===== src/rtl/aes_ct_collector.sv =====
// aes_ct_collector: reassembles the AES core's byte-serial ciphertext into
// 128-bit blocks, queues them in a small first-word-fall-through FIFO and
// hands them to the host over valid/ready. A block that completes while the
// FIFO is full and not draining is dropped, and a sticky overflow flag is raised.
//
// Optional build macro AES_CT_MSB_FIRST_EN: when defined, the first byte of a
// block lands in the most significant byte. The default placement is LSB first.
module aes_ct_collector #(
    parameter int DEPTH = 2,    // FIFO entries, power of two in 2..8
    parameter int CNT_W = 16    // completed-block counter width
) (
    input  logic               clk_i,
    input  logic               rst_ni,
    input  logic [7:0]         ct_byte_i,
    input  logic               ct_valid_i,
    input  logic               flush_i,
    input  logic               clr_ovf_i,
    output logic [127:0]       blk_data_o,
    output logic               blk_valid_o,
    input  logic               blk_ready_i,
    output logic               busy_o,
    output logic               overflow_o,
    output logic [CNT_W-1:0]   blk_count_o
);

    localparam int PTR_W = $clog2(DEPTH);
    localparam int OCC_W = $clog2(DEPTH + 1);

    typedef enum logic {
        IDLE    = 1'b0,
        COLLECT = 1'b1
    } state_e;

    state_e             state_q;
    logic [3:0]         byte_cnt_q;
    // Only 15 byte lanes are stored: the 16th byte goes straight into the FIFO.
    logic [119:0]       asm_q;
    logic [127:0]       mem_q [DEPTH];
    logic [PTR_W-1:0]   wr_ptr_q;
    logic [PTR_W-1:0]   rd_ptr_q;
    logic [OCC_W-1:0]   occ_q;
    logic               ovf_q;
    logic [CNT_W-1:0]   cnt_q;

    logic               accept;
    logic               last_byte;
    logic               fifo_empty;
    logic               fifo_full;
    logic               pop;
    logic               push;
    logic               drop;
    logic [3:0]         lane_sel;
    logic [127:0]       commit_word;

    // Handshake and commit decisions for the current cycle
    always_comb begin
        accept     = ct_valid_i & ~flush_i;
        last_byte  = accept & (byte_cnt_q == 4'hF);
        fifo_empty = (occ_q == '0);
        fifo_full  = (occ_q == OCC_W'(DEPTH));
        pop        = ~fifo_empty & blk_ready_i;
        push       = last_byte & (~fifo_full | pop);
        drop       = last_byte & fifo_full & ~pop;
`ifdef AES_CT_MSB_FIRST_EN
        // asm_q holds block bits [127:8]; byte k belongs in lane 14-k.
        lane_sel    = 4'd14 - byte_cnt_q;
        commit_word = {asm_q, ct_byte_i};
`else
        // asm_q holds block bits [119:0]; byte k belongs in lane k.
        lane_sel    = byte_cnt_q;
        commit_word = {ct_byte_i, asm_q};
`endif
    end

    // Byte counter and IDLE/COLLECT state; flush beats an incoming byte
    always_ff @(posedge clk_i or negedge rst_ni) begin
        if (!rst_ni) begin
            state_q    <= IDLE;
            byte_cnt_q <= 4'd0;
        end else if (flush_i) begin
            state_q    <= IDLE;
            byte_cnt_q <= 4'd0;
        end else if (ct_valid_i) begin
            byte_cnt_q <= byte_cnt_q + 4'd1;
            state_q    <= (byte_cnt_q == 4'hF) ? IDLE : COLLECT;
        end
    end

    // One byte lane per stored assembly byte; the 16th byte never hits a lane
    generate
        for (genvar gi = 0; gi < 15; gi++) begin : g_lane
            // Capture the arriving byte when it targets this lane
            always_ff @(posedge clk_i or negedge rst_ni) begin
                if (!rst_ni) begin
                    asm_q[8*gi +: 8] <= 8'h00;
                end else if (accept && lane_sel == 4'(gi)) begin
                    asm_q[8*gi +: 8] <= ct_byte_i;
                end
            end
        end
    endgenerate

    // FIFO storage entries, written at the write pointer on a push
    generate
        for (genvar gi = 0; gi < DEPTH; gi++) begin : g_entry
            // Store the completed block into this entry when it is the tail
            always_ff @(posedge clk_i or negedge rst_ni) begin
                if (!rst_ni) begin
                    mem_q[gi] <= '0;
                end else if (push && wr_ptr_q == PTR_W'(gi)) begin
                    mem_q[gi] <= commit_word;
                end
            end
        end
    endgenerate

    // FIFO pointers and occupancy; push+pop together leaves occupancy unchanged
    always_ff @(posedge clk_i or negedge rst_ni) begin
        if (!rst_ni) begin
            wr_ptr_q <= '0;
            rd_ptr_q <= '0;
            occ_q    <= '0;
        end else begin
            if (push) wr_ptr_q <= wr_ptr_q + PTR_W'(1);
            if (pop)  rd_ptr_q <= rd_ptr_q + PTR_W'(1);
            if (push && !pop)      occ_q <= occ_q + OCC_W'(1);
            else if (pop && !push) occ_q <= occ_q - OCC_W'(1);
        end
    end

    // Sticky overflow (a drop wins over a clear) and the pushed-block counter
    always_ff @(posedge clk_i or negedge rst_ni) begin
        if (!rst_ni) begin
            ovf_q <= 1'b0;
            cnt_q <= '0;
        end else begin
            if (drop)           ovf_q <= 1'b1;
            else if (clr_ovf_i) ovf_q <= 1'b0;
            if (push)           cnt_q <= cnt_q + CNT_W'(1);
        end
    end

    assign blk_data_o  = mem_q[rd_ptr_q];
    assign blk_valid_o = ~fifo_empty;
    assign busy_o      = (state_q == COLLECT);
    assign overflow_o  = ovf_q;
    assign blk_count_o = cnt_q;

endmodule


===== config.mk =====
export PLATFORM = sky130hd
export DESIGN_NAME = aes_ct_collector
export DESIGN_NICKNAME = d
export VERILOG_FILES = /design/src/rtl/aes_ct_collector.sv
export SDC_FILE = /design/constraint.sdc
export NUM_CORES = 1
export LEC_CHECK = 0
export ABC_AREA = 0
export BUFFER_PORTS_ARGS = -buffer_cell sky130_fd_sc_hd__buf_2
export CAP_MARGIN = 20
export CORE_MARGIN = 4
export CORE_UTILIZATION = 40
export DETAILED_ROUTE_END_ITERATION = 12
export PLACE_DENSITY = 0.63
export SYNTH_ARGS = -nofsm -noshare
export SYNTH_HDL_FRONTEND = slang
export SYNTH_SLANG_ARGS = --single-unit

===== constraint.sdc =====
create_clock -name clk_i -period 3.7 [get_ports clk_i]
set_input_delay 0.37 -clock clk_i [delete_from_list [all_inputs] [get_ports clk_i]]
set_output_delay 0.37 -clock clk_i [all_outputs]
set_load 0.02 [all_outputs]

# After elaboration in Yosys (flattened, before gate mapping)
# Cells that the tools add are included.
# Widths: inputs -> output; s select.
# totals
mem_bits_ro	0
word_cells	98
out_inout_bits	147
mem_count	0
latch_bits	0
ramBits	0
ff_bits	402
# op_classes
shift	0
mul	0
n_eq_ne	16
n_lt_le_gt_ge	1
n_bitwise	13
addsub	6
muxes	12
div_mod_pow	0
reduce_logical	26
# ops
cell	n
$mux 128	3
$eq 4x4->1 const B	8
$logic_and 1x1->1	19
$add 16x1->16 const B	1
$eq 4x3->1 const B	4
$eq 4x2->1 const B	2
$mux 4	2
$and 1x1->1	6
$reduce_bool 2->1	3
$mux 1	5
$not 1->1	5
$add 4x1->4 const B	1
$eq 4x1->1 const B	1
$logic_not 4->1	1
$mux 2	2
$add 1x1->1 const B	2
$add 2x1->2 const B	1
$eq 2x2->1 const B	1
$ge 2x2->1 const B	1
$logic_not 1->1	2
$logic_not 2->1	1
$not 1->2	1
$sub 2x1->2 const B	1
$or 1x1->1	1

# Logic depth before layout (Yosys ltp)
# depth
ltp_word	9
ltp_mapped	7
ltp_nobuf	7

# Least setup slack after synthesis
# No wires, ideal clock.
# synth_timing
kind	register to register
start	register byte_cnt_q[0]
end	register mem_q[248] in the netlist's numbering
required_ps	3575
path_slack_ps	1782
arrival_time_ps	1793
stages_incl_launch_ff	7
cell_sequence	dfrtp_1 -> ha_1 -> nand2_2 -> nor4_1 -> buf_2 -> buf_2 -> mux2_2
# synth_between
elab_chain_len	4
# synth_lines
element	line_no	source
start, declared	35	logic [3:0] byte_cnt_q;
start signal, assigned	84	byte_cnt_q <= byte_cnt_q + 4'd1;
$eq 4x4->1	58	last_byte = accept & (byte_cnt_q == 4'hF);
$and 1x1->1	58	
$and 1x1->1	62	push = last_byte & (~fifo_full | pop);
$logic_and 1x1->1	110	end else if (push && wr_ptr_q == PTR_W'(gi)) begin
end signal, assigned by index	111	mem_q[gi] <= commit_word;
end, declared	38	logic [127:0] mem_q [DEPTH];
# Every way passes these cells.
# A chain may end at the register's enable or synchronous reset.

# Final worst setup path
# layout_timing
start	register byte_cnt_q[0]
end	register mem_q[47] in the netlist's numbering
# Same word-level chain as after synthesis.

==> run metrics <==
Worst path top cell family by delay simple AND/OR/NAND/NOR gates; worst-path fanout max 66; Synth Area in Compound Gates 0.0815%; adder-cell share of the synthesized area 0.445%; TritonCTS Buffers 45; Routed WL 36.5 mm; RSZ-0062 raised after global routing no; setup_tns 0 ns; remaining global-route overflow 0; largest net degree at the start of global routing 108; TritonRoute pass-1 iters 4; die height 213 um; CP startpoint kind register; Synth top area share 59.6%; share of layout cells above drive strength 1 52.2%; Final Slew Violations 0; n_diodes 0; CP Data Required Time 4.13 ns; Cell Pwr Density 488 nW/um2; minimum clock period 2.69 ns; mux share of post-synthesis cell area 34.2%; Fin. Hold Viols 0; initial core utilization 40.9%; Final HPWL DP 22.4 mm; GP Congestion 0.740; Crit Path Category register to register; Nets 1,255; main combinational cell family by area after synthesis multiplexers; Post-Synth XOR/XNOR Area 1.19%; Slowest-stage cell, CP nor3_4; syn avg cell area 15.8 um2; Vias per Instance 5.09; Syn Std Cell Area 16,900 um2; VDD IR max 0.256 mV; Skew-Pair Late Insertion Delay 0.56 ns; most instantiated cells after synthesis 402 x dfrtp_1, 385 x mux2_2, 100 x mux2_1; synthesized flop and latch total 402; initial drt markers 442; FILL cells 3,619; CTS hold repair buffers 1; FMAX 372 MHz; Top FF cell, synth dfrtp_1; Final Non-Filler Cells 1,801; Clock Sinks 402; Die ar. 45,600 um2; FF-to-FF path depth 6; R2R Setup Slk 1.01 ns; htree depth 2; Simple-Gate Fraction of Synth Area 2.36%; via count 9,161; die width 213 um; port buffer count 160; crit path cell chain ha_1, nand2_2, nor3_4, nand2_8, buf_12, mux2_1; CTS tree done; Worst Hold Class input pin to register; Yosys top cell by area dfrtp_1; worst hold path stage count 2; Gate Count Post-Synth 1,069; Slew @ Worst Pin 0.949 ns; Synth Net Count 1,089; DR DRC count 0; Maximum Capacitance Violations 0; leakage power 10.5 nW; Seq/Total Area, Yosys 59.6%; Reg2Reg Capture Point mem_q[47]$_DFFE_PN0P_; most common cell in the synthesized netlist dfrtp_1; utilization after layout 47.9%; FP Rows 74; placed insts 1,719; Worst Path Buf+Inv 1; worst hold start flush_i; CP peak stage delay 0.53 ns; Netlist cell types 35; crit path capture type register; Resized Gates After CTS 0; EDFF count, synth 0; slew margin rel. 36.2%; final setup fails 0; Core Region 41,300 um2; status completed; worst path arrival time 3.12 ns; postcts setup bufs 0; final worst-path cycle share 72.7%; initial antenna violation count 0; synth warn 0; clk_skew 0.0114 ns; root buf cell clkbuf_16; I/O Pins 161; clock buffer depth 3; DRT antenna net count 0; first-pass GRT wire length 57.7 mm; Layout area overhead 17.3%; leading post-synthesis cells by cell area dfrtp_1 60%, mux2_2 26%, mux2_1 6.7%; FFs w/ async S/R, synth 100%; Hold Path End byte_cnt_q[2]$_DFFE_PN0P_; Avg WL per Cell 20.3 um; vias in the first global route 9,724; CTS clk-pin slew, worst paths 0.06 ns; GRT Total Usage 16.3%; Reg-to-Reg Start byte_cnt_q[0]$_DFFE_PN0P_
-- worst reg2reg max path, cell delays in order, from the launching register on --
cell     delay, ns
dfrtp_1       0.43
ha_1          0.23
nand2_2       0.12
nor3_4        0.53
nand2_8       0.40
buf_12        0.41
mux2_1        0.46
-- cells by family (layout without fill, tap and decap cells) --
kind of cell | Yosys count | in the layout
xor gates and xnor gates | 23 | 23
and+or+nand+nor | 68 | 68
AOI/OAI and AO/OA | 2 | 2
adders and majority gates | 6 | 6
muxes | 506 | 506
DFF | 402 | 402
buffers and inverters | 62 | 262
-- layout by cell type (no fill, tap or decap), types with 2 or more instances in the layout --
| cell | n |
|---|---|
| and3_1 | 2 |
| clkinv_2 | 5 |
| nand3b_1 | 2 |
| and2_1 | 2 |
| xnor2_1 | 18 |
| bufinv_16 | 3 |
| clkbuf_1 | 9 |
| mux2_2 | 385 |
| buf_12 | 7 |
| ha_1 | 6 |
| buf_4 | 9 |
| nand4_1 | 10 |
| mux2_4 | 20 |
| xor2_1 | 5 |
| dfrtp_1 | 401 |
| mux2_1 | 100 |
| clkbuf_8 | 14 |
| clkbuf_16 | 47 |
| inv_1 | 4 |
| buf_2 | 159 |
| nor3_1 | 2 |
| nor3b_2 | 2 |
| nor3b_1 | 2 |
| nand2_1 | 12 |
| nor2_1 | 13 |
| nand3_1 | 11 |
| nor4_2 | 2 |
-- per-layer routing --
layer	vias up	share of wire [%]	track usage [%]	routed length, um
li1	4145	-	-	-
met1	4830	48	23.3	17500
met2	137	47	26.2	17300
met3	49	3.1	2.62	1150
met4	0	1.8	4.33	655
met5	-	0	0	0
-- area by class of cell --
class	instances	area, um2	share of cell area (%)
well taps	532	666	3.36
flip-flops and latches	402	10100	50.8
inverters	4	15.0	0.0758
clock buffers	70	1400	7.08
multi-input cells	605	6480	32.7
repair buffers	177	1030	5.19
clock inverters	11	143	0.720
-- sequential cells by signal (all words and copies together) (netlist names) --
register     count
blk_count_o     16
rd_ptr_q         1
busy_o           1
wr_ptr_q         1
occ_q            2
byte_cnt_q       4
overflow_o       1
asm_q          120
mem_q          256
-- worst max-delay path by stage --
stage	from	end	cells past startpoint
2_1_floorplan	byte_cnt_q[0]$_DFFE_PN0P_	mem_q[248]$_DFFE_PN0P_	6
3_3_place_gp	ct_valid_i	mem_q[49]$_DFFE_PN0P_	6
3_5_place_dp	ct_valid_i	mem_q[54]$_DFFE_PN0P_	6
4_1_cts	rd_ptr_q$_DFFE_PN0N_	blk_data_o[7]	3
5_1_grt	byte_cnt_q[0]$_DFFE_PN0P_	mem_q[47]$_DFFE_PN0P_	6
6_report	byte_cnt_q[0]$_DFFE_PN0P_	mem_q[47]$_DFFE_PN0P_	6
-- metrics by stage --
stage / worst slack [ns] / hold slack (ns) / cell area [um2] / power, W
floorplan: 1.78 / 0.0744 / 16900 / 0.00495
global placement: 1.00 / 0.456 / 18200 / 0.00518
detailed placement: 0.951 / 0.466 / 18200 / 0.00519
CTS: 0.978 / 0.0895 / 19800 / 0.00982
global route: 0.796 / 0.111 / 19800 / 0.0100
finish: 1.01 / 0.128 / 19800 / 0.00966
-- power by group --
group / switching (W) / total, W / internal, W / leakage, nW
Sequential: 0.000107 / 0.00463 / 0.00453 / 5.56
Clock: 0.00174 / 0.00456 / 0.00281 / 0.763
Combinational: 0.000272 / 0.000467 / 0.000195 / 4.17
Power figures use the tool's default switching activity.
